===== src/rtl/uart_event_link_if.sv =====
// Byte-wide handshake between the event link and the UART core FIFOs.
// The master side (the event link) writes the tx FIFO and pops the show-ahead rx FIFO.
interface uart_event_link_if;
    logic       tx_full;
    logic       wr_uart;
    logic [7:0] w_data;
    logic       rx_empty;
    logic       rd_uart;
    logic [7:0] r_data;

    modport master (
        input  tx_full,
        input  rx_empty,
        input  r_data,
        output wr_uart,
        output w_data,
        output rd_uart
    );

    modport slave (
        output tx_full,
        output rx_empty,
        output r_data,
        input  wr_uart,
        input  w_data,
        input  rd_uart
    );
endinterface


===== src/rtl/uart_event_link.sv =====
// Game-event message link: event edges/repeats -> code bytes to the UART tx FIFO, rx bytes -> remote_event pulses.
// Optional framing (0x02, code, ~code) on both paths is enabled by defining UART_EVENT_FRAME_EN.
module uart_event_link #(
    parameter int                N_CH          = 2,
    parameter logic [8*N_CH-1:0] CODES         = {8'h4C, 8'h52},
    parameter logic [N_CH-1:0]   REPEAT_MASK   = 2'b01,
    parameter int                REPEAT_CYCLES = 65_000_000,
    parameter int                CNT_W         = 27
) (
    input  logic                clk,
    input  logic                rst,
    input  logic [N_CH-1:0]     i_event_in,
    uart_event_link_if.master   fifo,
    output logic [N_CH-1:0]     o_remote_event,
    output logic [7:0]          o_last_rx,
    output logic [N_CH-1:0]     o_pending,
    output logic [7:0]          o_drop_cnt
);

    localparam logic [CNT_W-1:0] CNT_LAST = CNT_W'(REPEAT_CYCLES - 1);

`ifdef UART_EVENT_FRAME_EN
    typedef enum logic [1:0] {S_IDLE, S_SOF, S_CODE, S_CHK} tx_state_t;
    typedef enum logic [1:0] {R_WAIT_SOF, R_GOT_SOF, R_GOT_CODE} rx_state_t;
`else
    typedef enum logic {S_IDLE, S_SEND} tx_state_t;
`endif

    logic [N_CH-1:0]  r_ev_q;
    logic [CNT_W-1:0] r_cnt [N_CH];
    logic [N_CH-1:0]  r_pending;
    logic [7:0]       r_drop_cnt;
    logic [7:0]       r_cur_code;
    tx_state_t        r_tx_state;
    logic [7:0]       r_last_rx;
    logic [N_CH-1:0]  r_remote_event;
`ifdef UART_EVENT_FRAME_EN
    rx_state_t        r_rx_state;
    logic [7:0]       r_rx_code;
`endif

    logic [N_CH-1:0]  w_rise;
    logic [N_CH-1:0]  w_req;
    logic [N_CH-1:0]  w_grant;
    logic [7:0]       w_grant_code;
    logic             w_found;
    logic [N_CH-1:0]  w_drop;
    logic [3:0]       w_drop_num;
    logic [8:0]       w_drop_sum;
    logic             w_wr;
    logic [7:0]       w_wdata;
    logic             w_rd;

    // Every channel whose code equals the byte; duplicate codes pulse together.
    function automatic logic [N_CH-1:0] codeMatch(input logic [7:0] b);
        logic [N_CH-1:0] m;
        m = '0;
        for (int i = 0; i < N_CH; i++) begin
            m[i] = (CODES[8*i +: 8] == b);
        end
        return m;
    endfunction

    always_ff @(posedge clk) begin
        if (rst) begin
            r_ev_q <= '0;
        end else begin
            r_ev_q <= i_event_in;
        end
    end

    always_comb begin
        w_rise = i_event_in & ~r_ev_q;
        w_req  = '0;
        for (int i = 0; i < N_CH; i++) begin
            if (REPEAT_MASK[i]) begin
                w_req[i] = w_rise[i] | (i_event_in[i] & (r_cnt[i] == CNT_LAST));
            end else begin
                w_req[i] = w_rise[i];
            end
        end
    end

    // Repeat counters restart on the rising edge so the next repeat lands exactly REPEAT_CYCLES later.
    always_ff @(posedge clk) begin
        if (rst) begin
            for (int i = 0; i < N_CH; i++) begin
                r_cnt[i] <= '0;
            end
        end else begin
            for (int i = 0; i < N_CH; i++) begin
                if (!REPEAT_MASK[i] || !i_event_in[i] || w_rise[i] || r_cnt[i] == CNT_LAST) begin
                    r_cnt[i] <= '0;
                end else begin
                    r_cnt[i] <= r_cnt[i] + 1'b1;
                end
            end
        end
    end

    always_comb begin
        w_grant      = '0;
        w_grant_code = '0;
        w_found      = 1'b0;
        if (r_tx_state == S_IDLE) begin
            for (int i = 0; i < N_CH; i++) begin
                if (r_pending[i] && !w_found) begin
                    w_grant[i]   = 1'b1;
                    w_grant_code = CODES[8*i +: 8];
                    w_found      = 1'b1;
                end
            end
        end
    end

    always_comb begin
        w_drop     = w_req & r_pending & ~w_grant;
        w_drop_num = '0;
        for (int i = 0; i < N_CH; i++) begin
            w_drop_num = w_drop_num + 4'(w_drop[i]);
        end
        w_drop_sum = {1'b0, r_drop_cnt} + 9'(w_drop_num);
    end

    // A new request beats a same-cycle grant, so the channel stays queued for another send.
    always_ff @(posedge clk) begin
        if (rst) begin
            r_pending  <= '0;
            r_drop_cnt <= '0;
        end else begin
            r_pending  <= (r_pending & ~w_grant) | w_req;
            r_drop_cnt <= w_drop_sum[8] ? 8'hFF : w_drop_sum[7:0];
        end
    end

    assign w_wr = (r_tx_state != S_IDLE) && !fifo.tx_full && !rst;

`ifdef UART_EVENT_FRAME_EN
    always_comb begin
        w_wdata = '0;
        case (r_tx_state)
            S_SOF:   w_wdata = 8'h02;
            S_CODE:  w_wdata = r_cur_code;
            S_CHK:   w_wdata = ~r_cur_code;
            default: w_wdata = '0;
        endcase
    end
`else
    assign w_wdata = r_cur_code;
`endif

    always_ff @(posedge clk) begin
        if (rst) begin
            r_tx_state <= S_IDLE;
            r_cur_code <= '0;
        end else begin
            case (r_tx_state)
                S_IDLE: begin
                    if (|r_pending) begin
                        r_cur_code <= w_grant_code;
`ifdef UART_EVENT_FRAME_EN
                        r_tx_state <= S_SOF;
`else
                        r_tx_state <= S_SEND;
`endif
                    end
                end
`ifdef UART_EVENT_FRAME_EN
                S_SOF:   if (w_wr) r_tx_state <= S_CODE;
                S_CODE:  if (w_wr) r_tx_state <= S_CHK;
                S_CHK:   if (w_wr) r_tx_state <= S_IDLE;
`else
                S_SEND:  if (w_wr) r_tx_state <= S_IDLE;
`endif
                default: r_tx_state <= S_IDLE;
            endcase
        end
    end

    assign w_rd = !fifo.rx_empty && !rst;

`ifdef UART_EVENT_FRAME_EN
    // Any byte breaking the 0x02, code, ~code pattern discards the frame and resyncs on the next 0x02.
    always_ff @(posedge clk) begin
        if (rst) begin
            r_last_rx      <= '0;
            r_remote_event <= '0;
            r_rx_state     <= R_WAIT_SOF;
            r_rx_code      <= '0;
        end else begin
            r_remote_event <= '0;
            if (w_rd) begin
                r_last_rx <= fifo.r_data;
                case (r_rx_state)
                    R_WAIT_SOF: begin
                        if (fifo.r_data == 8'h02) begin
                            r_rx_state <= R_GOT_SOF;
                        end
                    end
                    R_GOT_SOF: begin
                        r_rx_code  <= fifo.r_data;
                        r_rx_state <= R_GOT_CODE;
                    end
                    R_GOT_CODE: begin
                        if (fifo.r_data == ~r_rx_code) begin
                            r_remote_event <= codeMatch(r_rx_code);
                        end
                        r_rx_state <= R_WAIT_SOF;
                    end
                    default: r_rx_state <= R_WAIT_SOF;
                endcase
            end
        end
    end
`else
    always_ff @(posedge clk) begin
        if (rst) begin
            r_last_rx      <= '0;
            r_remote_event <= '0;
        end else begin
            r_remote_event <= w_rd ? codeMatch(fifo.r_data) : '0;
            if (w_rd) begin
                r_last_rx <= fifo.r_data;
            end
        end
    end
`endif

    assign fifo.wr_uart   = w_wr;
    assign fifo.w_data    = w_wdata;
    assign fifo.rd_uart   = w_rd;
    assign o_remote_event = r_remote_event;
    assign o_last_rx      = r_last_rx;
    assign o_pending      = r_pending;
    assign o_drop_cnt     = r_drop_cnt;

endmodule


===== src/flat_wrapper.sv =====
// flat-port wrapper written by rule: the top's interface ports become plain ports
module uart_event_link_flat 
#(
    parameter int                N_CH          = 2,
    parameter logic [8*N_CH-1:0] CODES         = {8'h4C, 8'h52},
    parameter logic [N_CH-1:0]   REPEAT_MASK   = 2'b01,
    parameter int                REPEAT_CYCLES = 65_000_000,
    parameter int                CNT_W         = 27
)
  (clk, rst, i_event_in, o_remote_event, o_last_rx, o_pending, o_drop_cnt, fifo_tx_full, fifo_rx_empty, fifo_r_data, fifo_wr_uart, fifo_w_data, fifo_rd_uart);
  uart_event_link_if fifo_i ();
  input  logic clk;
  input  logic rst;
  input  logic [N_CH-1:0] i_event_in;
  output logic [N_CH-1:0] o_remote_event;
  output logic [7:0] o_last_rx;
  output logic [N_CH-1:0] o_pending;
  output logic [7:0] o_drop_cnt;
  input wire logic [$bits(fifo_i.tx_full)-1:0] fifo_tx_full;
  input wire logic [$bits(fifo_i.rx_empty)-1:0] fifo_rx_empty;
  input wire logic [$bits(fifo_i.r_data)-1:0] fifo_r_data;
  output wire logic [$bits(fifo_i.wr_uart)-1:0] fifo_wr_uart;
  output wire logic [$bits(fifo_i.w_data)-1:0] fifo_w_data;
  output wire logic [$bits(fifo_i.rd_uart)-1:0] fifo_rd_uart;
  assign fifo_i.tx_full = fifo_tx_full;
  assign fifo_i.rx_empty = fifo_rx_empty;
  assign fifo_i.r_data = fifo_r_data;
  assign fifo_wr_uart = fifo_i.wr_uart;
  assign fifo_w_data = fifo_i.w_data;
  assign fifo_rd_uart = fifo_i.rd_uart;
  uart_event_link #(.N_CH(N_CH), .CODES(CODES), .REPEAT_MASK(REPEAT_MASK), .REPEAT_CYCLES(REPEAT_CYCLES), .CNT_W(CNT_W)) u_core (.clk(clk), .rst(rst), .i_event_in(i_event_in), .fifo(fifo_i), .o_remote_event(o_remote_event), .o_last_rx(o_last_rx), .o_pending(o_pending), .o_drop_cnt(o_drop_cnt));
endmodule

===== config.mk =====
export PLATFORM = sky130hd
export DESIGN_NAME = uart_event_link_flat
export DESIGN_NICKNAME = d
export VERILOG_FILES = /design/src/rtl/uart_event_link_if.sv /design/src/rtl/uart_event_link.sv /design/src/flat_wrapper.sv
export SDC_FILE = /design/constraint.sdc
export NUM_CORES = 1
export LEC_CHECK = 0
export ABC_CLOCK_PERIOD_IN_PS = 5230
export CAP_MARGIN = 20
export CORE_MARGIN = 2
export CORE_UTILIZATION = 57
export CTS_CLUSTER_SIZE = 16
export DETAILED_ROUTE_END_ITERATION = 10
export PLACE_DENSITY = 0.92
export SETUP_SLACK_MARGIN = 0.1
export SLEW_MARGIN = 20
export SYNTH_ARGS = -nofsm -noshare
export SYNTH_HDL_FRONTEND = slang
export SYNTH_SLANG_ARGS = --single-unit

===== constraint.sdc =====
create_clock -name clk -period 5.23 [get_ports clk]
set_clock_uncertainty 0.05 [all_clocks]
set_input_delay 0.523 -clock clk [delete_from_list [all_inputs] [get_ports clk]]
set_output_delay 0.523 -clock clk [all_outputs]
set_load 0.02 [all_outputs]

======== Yosys cells after proc, flatten, opt, wreduce, memory -nomap -nowiden ========
Memories as Yosys holds them, arrays and structs flattened.
Index checks and enable logic that the tools add are counted.
cells by class
  add/subtract/negate cells ............... 3
  multipliers ............................. 0
  div/mod/pow operators ................... 0
  magnitude comparators ................... 0
  eq/ne operators ......................... 3
  shift-type cells ........................ 0
  mux-type cells .......................... 22
  bitwise logic cells ..................... 14
  reductions and logical operators ........ 14
operators by type and width
  kind                     count
  $mux W27                 3
  $add A27 B1 Y27 const B  1
  $eq A27 B26 Y1 const B   1
  $eq A7 B8 Y1 const A     2
  $mux W1                  14
  $mux W7                  2
  $add A8 B4 Y9            1
  $and A2 B2 Y2            4
  $mux W8                  1
  $logic_not A1 Y1         5
  $logic_and A1 B1 Y1      4
  $not A2 Y2               2
  $or A1 B1 Y1             4
  $reduce_or A2 Y1         2
  $add A1 B1 Y2            1
  $logic_or A1 B1 Y1       2
  $mux W2                  1
  $not A1 Y1               2
  $or A2 B2 Y2             1
  $pmux W1 S2              1
  $reduce_and A2 Y1        1
  $and A1 B1 Y1            1
word-level totals
  register bits after elaboration ......... 31
  latch bits .............................. 0
  memory bits (writable) .................. 54
  memory bits (read-only) ................. 0
  output and inout port bits .............. 30
  logic and storage cells ................. 64
  memories kept ........................... 1
memories
  memory        depth  width  read ports  clocked after memory_dff  wr ports  RTL line               RTL
  u_core.r_cnt  2      27     1           0                         2         uart_event_link.sv:30  logic [CNT_W-1:0] r_cnt [N_CH];

======== Logic depth before layout (Yosys ltp) ========
Gate-level depths: netlist (run 1).
  word-level depth ........................ 11
  depth in mapped cells ................... 14
  mapped depth without buffers ............ 13

======== Least setup slack after synthesis (run 1) ========
Ideal clock, no wire load.
  kind .................................... reg2reg
  start point ............................. memory u_core.r_cnt[0][0]
  end point ............................... register u_core.r_drop_cnt[5] (netlist: u_core.o_drop_cnt[5])
  arrival ................................. 3171 ps
  data required time ...................... 5102 ps
  setup slack ............................. 1931 ps
  cell stages (with the launch flop) ...... 15
  path buffers ............................ 1
  period minus slack after synthesis ...... 3299 ps
  cells stage by stage .................... edfxtp_1 > ha_1 > and4_1 > buf_2 > nand2_1 > or4_4 > a21oi_1 > ha_1 > ha_1 > inv_1 > fa_1 > and3b_1 > nand3_1 > and4_1 > nor3_1
between the ends
  cells in the longest elaborated chain, start to end .. 9
ends and longest elaborated chain
  element                      RTL line                RTL
  start, declared              uart_event_link.sv:30
  $mem_v2 Z2 W27               -
  $eq A27 B26 Y1               uart_event_link.sv:77   w_req[i] = w_rise[i] | (i_event_in[i] & (r_cnt[i] == CNT_LAST));
  $and A1 B1 Y1                uart_event_link.sv:77
  $or A1 B1 Y1                 uart_event_link.sv:77
  $and A2 B2 Y2 (2 in series)  uart_event_link.sv:117  w_drop = w_req & r_pending & ~w_grant;
  $add A1 B1 Y2                uart_event_link.sv:120  w_drop_num = w_drop_num + 4'(w_drop[i]);
  $add A8 B4 Y9                uart_event_link.sv:122  w_drop_sum = {1'b0, r_drop_cnt} + 9'(w_drop_num);
  $mux W8                      uart_event_link.sv:132  r_drop_cnt <= w_drop_sum[8] ? 8'hFF : w_drop_sum[7:0];
  end signal, assigned         uart_event_link.sv:132
  end, declared                uart_event_link.sv:32   logic [7:0] r_drop_cnt;
Every way passes these cells.
A chain may end at the register's enable or synchronous reset.

======== Worst setup path in the final report (run 1) ========
Ends and elaborated chain as after synthesis.

==> metrics.txt, run 1 <==
drc violations=0; pin count of the biggest net entering global routing=27; YS warnings=0; CTS Buf Count=5; Worst Path Arrival=about 4000 ps; vias per cell=5.66; clk slew on worst S/H paths=90 ps; Critical Path, Cell by Cell=ha_1 > and4_1 > nand2_1 > or4_4 > a21oi_1 > ha_1 > ha_1 > inv_1 > fa_1 > and3b_1 > nand3_1 > and4_1 > nor3_1; Reg area=about 1300 um^2; nets@finish=349; sequential area share after synthesis=0.501; final instance area=3240 um^2; area grow syn2layout=22.0%; dpl hpwl=4.01 mm; global route total overflow=0; #FFs+latches synth=53; reg-to-reg slack, setup=about 1500 ps; Via Count=2167; outcome=finished clean; Core Area=4410 um^2; CP max FO=8; first-pass GRT wire length=9.54 mm; GPL Wtd Cong=between 0.8 and 0.9; setup TNS=0 ps; startpoint types=flop; reg2reg start=u_core.r_cnt[0][0]$_SDFFCE_PN0P_; RSZ-0062 raised after global routing=no; Post-Route WL=5.54 mm; crit-path max cell delay=between 500 and 600 ps; final worst-path cycle share=0.713; Root Driver=clkbuf_8; critical path startpoint=u_core.r_cnt[0][0]$_SDFFCE_PN0P_; max-slew violations=0; leak pwr=between 1 and 1.5 nW; Final Worst Setup Slack=1500 ps; hold buffers post-CTS=0; number of iterations in the first detailed-routing pass=4; FP Rows=24; syn avg cell area=9.84 um^2; fmax=~270 MHz; Initial Util=0.602; worst-margin pin slew=961 ps; # IOs=44; Die Footprint=5220 um^2; Util after Layout=0.734; initial antenna violation count=0; initial DRC count=158; Post-CTS Resized=0; Post-Syn Area=2660 um^2; maximum vdd drop=0.198 mV; H-tree depth=2; GRT Overall Usage=0.235; final setup fails=0; DIE HEIGHT=around 72 um; maximum clock insertion buffer count=2; PwrDens=~240 nW/um^2; maxcap violations=0; min Tclk post-route=about 3700 ps; footprint of the multi-input gates=1320 um^2; Hold Vio Cnt, Final=0; Worst slew margin=0.357; beginning of the worst hold path=u_core.fifo.w_data[3]$_SDFFE_PP0P_; fraction of layout cells with a size suffix above 1=0.0302; Die Span X=around 72 um; IO buf count=40; vias in the first global route=approximately 2200; hold crit path type=flop to flop; Req. time, crit path=5410 ps; kind of critical path=flop to flop; cell mode on critical path=ha_1; Sink Count=53; slowest stage cell, crit path=or4_4; # diodes=0; fillers=314; CP endpoint kind=flop; DR WL/cell=14.5 um; CTS tree=yes; Placed Area=3150 um^2; Final ANT Viol Nets=0; Synth cell types=40; Syn Inst Count=270; Setup WS pre-CTS=1590 ps; setup bufs post-CTS=0; clk_lat worst skew=310 ps
## critical path: cells and delay by family (launching register included)
| family | cells | cell delay [ps] |
|---|---|---|
| and+or+nand+nor | 7 | 2040 |
| adders and majority gates | 4 | 920 |
| DFF | 1 | 410 |
| AOI/OAI and AO/OA | 1 | 160 |
| buffers and inverters | 1 | 50 |
## flip-flops by register name, indices dropped and copies added, names as in the netlist
name	flops
u_core.fifo.w_data	3
u_core.o_drop_cnt	8
u_core.o_last_rx	8
u_core.o_pending	2
u_core.o_remote_event	2
u_core.r_cnt	27
u_core.r_ev_q	2
u_core.r_tx_state	1
## cell usage in the layout (no fill, tap or decap), types with 2 or more instances in the layout
cell type	netlist	final
a21oi_1	24	24
and2_1	3	3
and3_1	7	7
and4_1	8	8
clkbuf_8	0	6
clkdlybuf4s50_1	0	40
conb_1	2	30
dfxtp_1	26	26
edfxtp_1	27	27
ha_1	4	4
inv_1	7	7
mux2i_1	9	9
nand2_1	13	13
nand2b_1	3	3
nand3_1	13	13
nand4_1	11	11
nor2_1	33	33
nor2b_1	3	3
nor3_1	2	2
nor4_1	2	2
nor4b_1	5	5
o21ai_0	9	9
o31ai_1	6	6
or3_1	7	7
or4_1	6	6
xor2_1	12	12
## cell type report
class / instances / share of cell area
Clock inverter: 1 / 0.00193
Clock buffer: 7 / 0.0266
Timing Repair Buffer: 41 / 0.126
Inverter: 7 / 0.00810
Sequential cell: 53 / 0.411
Tap cell: 52 / 0.0201
Multi-Input combinational cell: 222 / 0.407
## final timing paths
check                                        to  cells past startpoint
max             u_core.o_drop_cnt[5]$_SDFF_PP0_                     13
min          u_core.fifo.w_data[3]$_SDFFE_PP0P_                      2
max reg2reg     u_core.o_drop_cnt[5]$_SDFF_PP0_                     13
min reg2reg  u_core.fifo.w_data[3]$_SDFFE_PP0P_                      2
## metal layers
| layer | vias to the layer above | part of all wire | GRT usage | wire [um] |
|---|---|---|---|---|
| met5 | - | 0 | 0 | 0 |
| met4 | 0 | 0.016 | 0.101 | 90 |
| met3 | 8 | 0.075 | 0.0819 | 417 |
| met2 | 71 | 0.47 | 0.379 | 2590 |
| li1 | 1078 | - | - | - |
| met1 | 1010 | 0.44 | 0.284 | 2450 |
## metrics by stage
stage | total power (W) | hold slack (ps) | std cells
finish | 0.000792 | 446 | 383
global route | 0.000818 | 466 | 383
CTS | 0.000796 | 439 | 383
detailed placement | 0.000560 | 425 | 375
global placement | 0.000557 | 403 | 375
floorplan | 0.000525 | 417 | 298
## power breakdown
| part | switching [W] | internal [W] | total (W) |
|---|---|---|---|
| logic | 0.0000415 | 0.0000376 | 0.0000791 |
| clock network | 0.000132 | 0.000108 | 0.000240 |
| registers | 0.0000191 | 0.000454 | 0.000473 |
## cell families (layout without fill, tap and decap cells)
family / count (synthesis) / in the layout / synth area share
and+or+nand+nor: 121 / 121 / 0.256
buffers and inverters: 23 / 56 / 0.0419
adders and majority gates: 5 / 5 / 0.0264
other: 2 / 30 / 0.00283
DFF: 53 / 53 / 0.501
AOI/OAI and AO/OA: 44 / 44 / 0.0951
muxes: 9 / 9 / 0.0339
xor gates and xnor gates: 13 / 13 / 0.0429
## cell usage after synthesis, drive strengths merged
cell	number	share of area
nor4b	5	0.016
fa	1	0.0075
or4	7	0.021
nand4	11	0.026
and4b	1	0.0038
and2	3	0.0071
xor2	12	0.040
a311oi	1	0.0057
xnor2	1	0.0033
or3	7	0.016
inv	7	0.0099
nor2b	3	0.0071
nor3b	1	0.0028
clkbuf	5	0.0071
edfxtp	27	0.31
conb	2	0.0028
nor4bb	1	0.0038
nor2	33	0.047
nand2	13	0.018
a211oi	1	0.0028
o21ai	10	0.019
and3	7	0.016
nor4	2	0.0047
o31ai	6	0.017
nor3	2	0.0038
nand3	13	0.024
a21oi	24	0.045
buf	11	0.025
nand2b	3	0.0071
dfxtp	26	0.20
and3b	1	0.0033
o21a	1	0.0028
and4	8	0.026
ha	4	0.019
mux2i	9	0.034
a21o	1	0.0028
Note: power is estimated with default switching activity, not from simulation.
==> inputs of run 2 (changes only) <==
--- a/config.mk
+++ b/config.mk
@@ -5,13 +5,13 @@
 export SDC_FILE = /design/constraint.sdc
 export NUM_CORES = 1
 export LEC_CHECK = 0
-export ABC_CLOCK_PERIOD_IN_PS = 5230
+export ABC_CLOCK_PERIOD_IN_PS = 3130
 export CAP_MARGIN = 20
 export CORE_MARGIN = 2
-export CORE_UTILIZATION = 57
+export CORE_UTILIZATION = 48
 export CTS_CLUSTER_SIZE = 16
 export DETAILED_ROUTE_END_ITERATION = 10
-export PLACE_DENSITY = 0.92
+export PLACE_DENSITY = 0.83
 export SETUP_SLACK_MARGIN = 0.1
 export SLEW_MARGIN = 20
 export SYNTH_ARGS = -nofsm -noshare
==> constraint.sdc (replaced) <==
create_clock -name clk -period 3.13 [get_ports clk]
set_clock_uncertainty 0.05 [all_clocks]
set_input_delay 0.313 -clock clk [delete_from_list [all_inputs] [get_ports clk]]
set_output_delay 0.313 -clock clk [all_outputs]
set_load 0.02 [all_outputs]
==> metrics.txt, run 2 (same netlist as run 1, synthesis figures left out) <==
maxcap violations=0; WL met3=447 um; Req. time, crit path=3330 ps; Final Worst Setup Slack=94.2 ps; worst-margin pin slew=just under 600 ps; Post-Route WL=5.75 mm; Seq pwr share=0.551; fillers=422; Critical Path, Cell by Cell=ha_2 > and4_4 > nand2_2 > or4_4 > a21oi_2 > ha_1 > ha_2 > inv_2 > fa_2 > and3b_2 > nand3_2 > buf_4 > o21a_1 > nor2_1; Core Area=between 5000 and 6000 um^2; PwrDens=399 nW/um^2; Final Non-Filler Cells=432; hold crit path type=flop to flop; Sink Count=between 50 and 60; M1 WL=2.48 mm; cell mode on critical path=ha_2; fmax=around 330 MHz; uppermost layer routed=met4; # IOs=44; most frequent cells in the layout=clkdlybuf4s50_1 (40), nor2_1 (33), conb_1 (30), buf_4 (30), edfxtp_1 (27); Internal=0.00109 W; nets@finish=378; Root Driver=clkbuf_8; FP Rows=27; vias in the first global route=2192; RSZ-0062 raised after global routing=yes; Net Sw Power=0.000334 W; beginning of the worst hold path=u_core.fifo.w_data[3]$_SDFFE_PP0P_; maximum vdd drop=0.269 mV; number of iterations in the first detailed-routing pass=4; CTS tree=yes; leak pwr=1.34 nW; initial DRC count=204; CTS Buf Count=5; drc violations=0; dpl cells=411; Worst Path Arrival=3240 ps; Die Footprint=6140 um^2; CP max FO=4; reg2reg start=u_core.r_cnt[0][1]$_SDFFCE_PN0P_; IO buf count=40; vias per cell=5.25; delay-heaviest family, CP=simple AND/OR/NAND/NOR gates; Worst slew margin=0.612; Die Span X=78.4 um; Clock Power Share=0.340; clk slew on worst S/H paths=100 ps; Final ANT Viol Nets=0; clk_lat worst skew=between 300 and 400 ps; crit-path max cell delay=550 ps; final setup fails=0; Hold Vio Cnt, Final=0; Initial Util=0.488; DIE HEIGHT=between 70 and 80 um; pin count of the biggest net entering global routing=17; Setup WS pre-CTS=35.5 ps; initial antenna violation count=0; GRT Overall Usage=0.193; area grow syn2layout=34.1%; global route total overflow=0; commonest non-fill, non-tap cell in the layout=clkdlybuf4s50_1; CP endpoint kind=flop; Worst Path Buf+Inv=2; Switching Share=0.235; Util after Layout=0.655; min Tclk post-route=3040 ps; slowest stage cell, crit path=or4_4; Biggest register=u_core.r_cnt; # diodes=0; Via Count=2266; kind of critical path=flop to flop; max-slew violations=0; outcome=finished clean; DR WL/cell=13.3 um; Met2 Wirelength=2.77 mm; fraction of layout cells with a size suffix above 1=0.147; max reg flops=27; maximum clock insertion buffer count=2; H-tree depth=2; critical path startpoint=u_core.r_cnt[0][1]$_SDFFCE_PN0P_; dpl hpwl=4.03 mm; startpoint types=flop; first-pass GRT wire length=9.65 mm; power share of the combinational group=0.110; final worst-path cycle share=0.970; GPL Wtd Cong=0.869
run 2: worst register-to-register path: cells and delay by family, from the launching register on:
kind | cells | cell delay (ps)
simple gates | 6 | 1270
buf+inv | 2 | 190
compound gates | 2 | 230
fa+ha+maj | 4 | 870
flops | 1 | 370
run 2: timing repair:
item                       4_1_cts  5_1_grt
pin swaps                        6        2
gates resized for setup          2        5
buffers inserted                12        1
hold buffers                     0        0
setup endpoints to repair        6        8
run 2: final timing paths:
kind | end | slack [ps] | depth (start not counted)
setup / recovery | u_core.o_drop_cnt[3]$_SDFF_PP0_ | 90 | 14
hold reg to reg | u_core.fifo.w_data[3]$_SDFFE_PP0P_ | 440 | 2
hold / removal | u_core.fifo.w_data[3]$_SDFFE_PP0P_ | 440 | 2
setup reg to reg | u_core.o_drop_cnt[3]$_SDFF_PP0_ | 90 | 14
run 2: metal layers:
metal  track usage  vias to the layer above
li1              -                     1141
met1         0.254                     1047
met2         0.310                       74
met3        0.0598                        4
met4        0.0526                        0
met5             0                        -
run 2: through the flow:
step	hold slack [ps]	cell area (um^2)	TNS [ps]	power, W
final	435	3560	0	0.00142
after global routing	480	3560	-165	0.00147
after global placement	404	3320	0	0.000942
after floorplan	338	2800	0	0.000878
after detailed placement	429	3320	0	0.000946
after CTS	440	3540	0	0.00143
run 2: power groups by stage:
stage	Clock (W)	Combinational [W]	Sequential (W)
5_1_grt	0.000515	0.000170	0.000786
4_1_cts	0.000490	0.000155	0.000782
2_1_floorplan	0	0.0000702	0.000808
3_3_place_gp	0	0.000146	0.000796
3_5_place_dp	0	0.000148	0.000798
6_report	0.000483	0.000156	0.000783
run 2: cell type report:
type | instances | area, um^2 | area share
clock buffer | 7 | 119 | 0.0334
tap | 72 | 90.1 | 0.0253
sequential | 53 | 1330 | 0.374
timing repair buffer | 70 | 626 | 0.176
clock inverter | 1 | 5.00 | 0.00141
inverter | 7 | 26.3 | 0.00738
multi-input combinational | 222 | 1360 | 0.383
